## src/rtl/arp_resolver.sv

```systemverilog
// arp_resolver: resolves a destination IPv4 address to a MAC via table lookup, then ARP retries.
// Define ARP_RESOLVER_CACHE_EN to add a one-entry cache of the last resolved IP/MAC pair.
module arp_resolver #(
    parameter logic [23:0] P_TIMEOUT   = 24'd1_250_000,
    parameter int          P_MAX_RETRY = 3,
    parameter int          P_TBL_WDOG  = 64
) (
    input  logic        i_clk,
    input  logic        i_rst_n,
    input  logic [31:0] i_req_ip,
    input  logic        i_req_valid,
    output logic        o_req_ready,
    output logic [31:0] o_seek_ip,
    output logic        o_seek_valid,
    input  logic [47:0] i_active_mac,
    input  logic        i_active_valid,
    output logic [31:0] o_arp_req_ip,
    output logic        o_arp_req_valid,
    input  logic        i_arp_req_ready,
    input  logic [31:0] i_updata_ip,
    input  logic [47:0] i_updata_mac,
    input  logic        i_updata_valid,
    output logic [47:0] o_dst_mac,
    output logic        o_dst_valid,
    output logic        o_dst_fail
);

    localparam logic [31:0] IP_ONES   = '1;
    localparam logic [47:0] MAC_ONES  = '1;
    localparam logic [2:0]  MAX_RETRY = 3'(P_MAX_RETRY);
    localparam logic [23:0] WDOG_LOAD = 24'(P_TBL_WDOG - 1);
    localparam logic [23:0] TMO_LOAD  = P_TIMEOUT - 24'd1;

    typedef enum logic [2:0] {
        IDLE, SEEK, WAIT_TBL, ARP_REQ, WAIT_REPLY, DONE, FAIL
    } state_t;

    state_t      state, state_n;
    logic [31:0] ip_r, ip_n;
    logic [47:0] mac_r, mac_n;
    logic [23:0] timer, timer_n;
    logic [2:0]  retry, retry_n;
    logic        accept;
    logic        reply_hit;

    assign accept    = i_req_valid && o_req_ready;
    assign reply_hit = i_updata_valid && (i_updata_ip == ip_r);

`ifdef ARP_RESOLVER_CACHE_EN
    logic        cache_valid;
    logic [31:0] cache_ip;
    logic [47:0] cache_mac;

    // A reply seen on the update bus is newer than a completion, so it wins.
    always_ff @(posedge i_clk or negedge i_rst_n) begin
        if (!i_rst_n) begin
            cache_valid <= 1'b0;
            cache_ip    <= '0;
            cache_mac   <= '0;
        end else begin
            if (state == DONE && ip_r != IP_ONES) begin
                cache_valid <= 1'b1;
                cache_ip    <= ip_r;
                cache_mac   <= mac_r;
            end
            if (cache_valid && i_updata_valid && i_updata_ip == cache_ip)
                cache_mac <= i_updata_mac;
        end
    end
`endif

    always_comb begin
        state_n = state;
        ip_n    = ip_r;
        mac_n   = mac_r;
        timer_n = timer;
        retry_n = retry;
        unique case (state)
            IDLE: begin
                if (accept) begin
                    ip_n    = i_req_ip;
                    retry_n = '0;
                    if (i_req_ip == IP_ONES) begin
                        mac_n   = MAC_ONES;
                        state_n = DONE;
                    end
`ifdef ARP_RESOLVER_CACHE_EN
                    else if (cache_valid && i_req_ip == cache_ip) begin
                        mac_n   = cache_mac;
                        state_n = DONE;
                    end
`endif
                    else begin
                        state_n = SEEK;
                    end
                end
            end
            SEEK: begin
                timer_n = WDOG_LOAD;
                state_n = WAIT_TBL;
            end
            WAIT_TBL: begin
                if (i_active_valid && i_active_mac != MAC_ONES) begin
                    mac_n   = i_active_mac;
                    state_n = DONE;
                end else if (i_active_valid || timer == '0) begin
                    state_n = ARP_REQ;
                end else begin
                    timer_n = timer - 24'd1;
                end
            end
            ARP_REQ: begin
                if (reply_hit) begin
                    mac_n   = i_updata_mac;
                    state_n = DONE;
                end else if (i_arp_req_ready) begin
                    retry_n = retry + 3'd1;
                    timer_n = TMO_LOAD;
                    state_n = WAIT_REPLY;
                end
            end
            WAIT_REPLY: begin
                // Reply is tested before the timeout so a same-cycle reply wins.
                if (reply_hit) begin
                    mac_n   = i_updata_mac;
                    state_n = DONE;
                end else if (timer <= 24'd1) begin
                    state_n = (retry < MAX_RETRY) ? ARP_REQ : FAIL;
                end else begin
                    timer_n = timer - 24'd1;
                end
            end
            DONE:    state_n = IDLE;
            FAIL:    state_n = IDLE;
            default: state_n = IDLE;
        endcase
    end

    always_ff @(posedge i_clk or negedge i_rst_n) begin
        if (!i_rst_n) begin
            state <= IDLE;
            ip_r  <= '0;
            mac_r <= '0;
            timer <= '0;
            retry <= '0;
        end else begin
            state <= state_n;
            ip_r  <= ip_n;
            mac_r <= mac_n;
            timer <= timer_n;
            retry <= retry_n;
        end
    end

    always_ff @(posedge i_clk or negedge i_rst_n) begin
        if (!i_rst_n) begin
            o_req_ready     <= 1'b0;
            o_seek_ip       <= '0;
            o_seek_valid    <= 1'b0;
            o_arp_req_ip    <= '0;
            o_arp_req_valid <= 1'b0;
            o_dst_mac       <= '0;
            o_dst_valid     <= 1'b0;
            o_dst_fail      <= 1'b0;
        end else begin
            o_req_ready     <= (state_n == IDLE);
            o_seek_ip       <= ip_n;
            o_seek_valid    <= (state_n == SEEK);
            o_arp_req_ip    <= ip_n;
            o_arp_req_valid <= (state_n == ARP_REQ);
            o_dst_valid     <= (state == DONE) || (state == FAIL);
            o_dst_fail      <= (state == FAIL);
            if (state == FAIL)
                o_dst_mac <= MAC_ONES;
            else if (state == DONE)
                o_dst_mac <= mac_r;
            else
                o_dst_mac <= '0;
        end
    end

endmodule

```

## config.mk

```make
export PLATFORM = sky130hd
export DESIGN_NAME = arp_resolver
export DESIGN_NICKNAME = d
export VERILOG_FILES = /design/src/rtl/arp_resolver.sv
export SDC_FILE = /design/constraint.sdc
export NUM_CORES = 1
export LEC_CHECK = 0
export BUFFER_PORTS_ARGS = -buffer_cell sky130_fd_sc_hd__buf_2
export CAP_MARGIN = 20
export CORE_MARGIN = 2
export CORE_UTILIZATION = 45
export CTS_BUF_LIST = sky130_fd_sc_hd__clkbuf_4 sky130_fd_sc_hd__clkbuf_8
export DETAILED_ROUTE_END_ITERATION = 10
export PLACE_DENSITY = 0.85
export SYNTH_ARGS = -nofsm -noshare
export SYNTH_HDL_FRONTEND = slang
export SYNTH_SLANG_ARGS = --single-unit
export TNS_END_PERCENT = 10
```

## constraint.sdc

```tcl
create_clock -name i_clk -period 2.33 [get_ports i_clk]
set_input_delay 0.466 -clock i_clk [delete_from_list [all_inputs] [get_ports i_clk]]
set_output_delay 0.466 -clock i_clk [all_outputs]
set_load 0.05 [all_outputs]
```

==> metrics.md <==
| Metric | Value |
|---|---|
| Status | finished, violations left |
| Failing checks | negative setup slack |
| Initial core utilization | 0.461 |
| Synth Cell Area | 7980 µm² |
| IO Port Bufs | 282 |
| Synth cell types | between 50 and 60 |
| Die height | 137 µm |
| Crit path max-delay cell type | or4_4 |
| Max Cap Violations | 0 |
| Critical Path End Type | flip-flop |
| Antenna Nets Post-Route | 0 |
| CTS root buffer | clkbuf_8 |
| Reg power frac | 0.302 |
| Area leader, netlist | dfrtp_1 |
| Synth warnings | 0 |
| # setup viols final | 57 |
| CTS clock-pin slew for the worst setup and hold paths | 110 ps |
| Worst-Margin Slew | 772 ps |
| Final GP Congestion | 0.873 |
| Area Overhead vs Synth | 34.4% |
| P_int | 0.00783 W |
| Worst reg2reg path startpoint | timer[17]$_DFFE_PN0P_ |
| Max Clock Skew | 15.1 ps |
| Final period util | 1.06 |
| Top-count cell post-synth | nor2_1 |
| Nets | ~1300 |
| Vias | 7793 |
| Initial detailed-routing violation count | 484 |
| GRT Total Usage | 0.252 |
| Routed WL | roughly 25000 µm |
| Sequential fraction of the synthesis area | 0.511 |
| DR WL/cell | 18.9 µm |
| Crit path buf inv count | 2 |
| WHS Path Cells | 2 |
| Worst path required time | ~2700 ps |
| Worst Hold Path EP | o_arp_req_ip[5]$_DFFE_PN0P_ |
| Largest net degree at the start of global routing | 50 |
| Clock Sinks | 163 |
| Clock share of power | 0.133 |
| RSZ-0062 raised after global routing | yes |
| Peak supply drop | ~2.0 mV |
| Sw Share | 0.520 |
| Post-layout util | 0.620 |
| Initial DRT Pass Iterations | 6 |
| Fin. max-slew vios | 0 |
| Min-delay worst type | in -> reg |
| Vias per cell | 5.79 |
| Layout cell share with drive strength beyond 1 | 0.447 |
| Slew HR | 0.485 |
| PwrDens | 1520 nW/µm² |
| Cells after Synth | approximately 820 |
| Die Span X | 137 µm |
| R2r setup slk | -130 ps |
| Top_reg_cell synth | dfrtp_1 |
| Yosys top cell area share | 0.511 |
| First-pass GRT wire length | 36700 µm |
| Initial antenna violation count | 3 |
| Critical-path cell list | or4_4, nor3_4, nand4_4, and2_4, a22oi_4, buf_12, clkbuf_16, o21ai_1, o31ai_1 |
| Hold Vio Cnt, Final | 0 |
| Sum Neg Setup Slack | -2300 ps |
| Cells on worst reg2reg path | 9 |
| Leak Pwr | slightly above 5 nW |
| Crit path DAT | 2830 ps |
| CTS Buf Count | 17 |
| Syn_nets | 988 |
| Ranking of synthesized cells by area | dfrtp_1 (51%), nor2_1 (8.6%), mux2_2 (4.7%), a22oi_1 (4.6%), a31oi_1 (4.4%) |
| Core footprint | about 17000 µm² |
| Post-synth EDFFs | 0 |
| Hold WS | 236 ps |
| Max clock buf depth | 2 |
| Yosys reg bits | 163 |
| Number of global-route vias before repair | 7173 |
| Overflow left after global routing | 0 |
| DRC violations left | 0 |
| WS Path Type | reg -> reg |
| DP Wirelength | 17200 µm |
| Peak fanout along the critical path | 7 |
| Min-delay src | i_req_ip[5] |
| Dpl ws | -402 ps |
| Critical Path Start Type | flip-flop |
| Post-route setup slack | -131 ps |
| Critical path's top delay family | simple AND/OR/NAND/NOR gates |
| Highest clock rate | 406 MHz |
| DIE AREA | 18800 µm² |
| Reg2reg end | timer[23]$_DFFE_PN0P_ |
| Ys async rst share | 1.00 |
| Logic gate share of total power | 0.565 |
| CTS tree | done |
| Row cnt | 48 |
| Psw | 0.00847 W |
| Fill count | between 1000 and 1500 |
| Clock latency on the worst-skew pair | between 400 and 500 ps |
| Crit-path max cell delay | 580 ps |
| CTS H-tree depth | 4 |
| Top post-synthesis cells by count | nor2_1 (182), dfrtp_1 (163), a31oi_1 (56), a22oi_1 (49), buf_4 (37) |
| Tmin final | 2460 ps |
| Syn Area/Cell | 9.75 µm² |
| I/O Pins | 283 |
==> repair_timing <==
action | in CTS | in global routing
gates resized for setup | 15 | 52
endpoints found under the setup margin | 75 | 76
hold buffers | 1 | 0
buffers inserted | 2 | 12
gates cloned | 0 | 2
pin swaps | 3 | 37
hold endpoints to repair | 44 | 0
==> power by group through the flow <==
| stage | clock network [W] | registers [W] | logic (W) |
|---|---|---|---|
| final | 0.00217 | 0.00492 | 0.00921 |
| after global routing | 0.00232 | 0.00503 | 0.00970 |
| after CTS | 0.00220 | 0.00483 | 0.00840 |
| after detailed placement | 0 | 0.00484 | 0.00829 |
| after global placement | 0 | 0.00480 | 0.00808 |
| after floorplan | 0 | 0.00650 | 0.00464 |
==> worst register-to-register path, cell delays in order (launching register included) <==
cell and delay (ps):
dfrtp_1 410, or4_4 580, nor3_4 320, nand4_4 170, and2_4 190, a22oi_4 200, buf_12 160, clkbuf_16 150
o21ai_1 80, o31ai_1 90
==> placed cells by master, fill, tap and decap left out, types with 6 or more instances in the layout <==
cell type  count
inv_1         11
o21ai_1       15
mux2_2        33
o21ai_0        6
a21oi_1       23
xnor2_1       12
o21ai_2       17
buf_12         8
clkinv_8       6
nor2_1       178
a22oi_1       48
buf_4         54
nor4_1         7
xnor2_2       15
nand2_1       18
nand2b_1      14
clkbuf_8      17
buf_2        281
a31oi_1       56
nand4_1       36
dfrtp_2       17
dfrtp_1      146
==> cell type report <==
cell class                      instances  area (µm²)  area share
Sequential cell                       163        4100       0.382
Multi-Input combinational cell        562        3760       0.351
Inverter                               11        41.3     0.00385
Antenna cell                            1        2.50    0.000233
Clock inverter                         15         196      0.0183
Timing Repair Buffer                  352        2100       0.196
Tap cell                              225         282      0.0263
Clock buffer                           17         234      0.0218
==> worst max path at each step <==
stage	from	endpoint	slack (ps)	cells past startpoint
after floorplan	o_arp_req_ip[27]$_DFFE_PN0P_	mac_r[17]$_DFFE_PN0P_	0.2	8
after global placement	i_updata_ip[30]	mac_r[40]$_DFFE_PN0P_	-260	10
after detailed placement	i_updata_ip[0]	mac_r[46]$_DFFE_PN0P_	-400	10
after CTS	timer[18]$_DFFE_PN0P_	timer[5]$_DFFE_PN0P_	-40	8
after global routing	state[0]$_DFF_PN0_	mac_r[4]$_DFFE_PN0P_	-150	9
final	timer[17]$_DFFE_PN0P_	timer[23]$_DFFE_PN0P_	-130	9
==> layer usage <==
| metal | part of all wire | up-vias | routed length, µm | track usage |
|---|---|---|---|---|
| met5 | 0.0011 | - | 27 | 0 |
| met4 | 0.033 | 4 | 845 | 0.0968 |
| met3 | 0.076 | 81 | 1930 | 0.0574 |
| met2 | 0.50 | 403 | 12800 | 0.412 |
| met1 | 0.39 | 3820 | 9780 | 0.326 |
| li1 | - | 3485 | - | - |
==> state kept, by name, indices dropped and copies added, names as in the netlist, 3 cells and up <==
register	cells
mac_r	48
o_dst_mac	48
o_arp_req_ip	32
timer	24
retry	3
state	3
==> through the flow <==
| stage | power (W) | instances | area (µm²) |
|---|---|---|---|
| 5_1_grt | 0.0170 | 1346 | 10700 |
| 4_1_cts | 0.0154 | 1331 | 10300 |
| 2_1_floorplan | 0.0111 | 818 | 8000 |
| 3_3_place_gp | 0.0129 | 1296 | 9750 |
| 3_5_place_dp | 0.0131 | 1296 | 9750 |
| 6_report | 0.0163 | 1346 | 10700 |
==> cell families after synthesis <==
logic type | count (synthesis) | synth area share
mux | 33 | 0.0466
fa+ha+maj | 4 | 0.00627
compound gates | 192 | 0.159
buf+inv | 93 | 0.0627
flops | 163 | 0.511
simple gates | 303 | 0.181
xor+xnor | 30 | 0.0329
No activity file was read; power rests on OpenSTA's default activity.
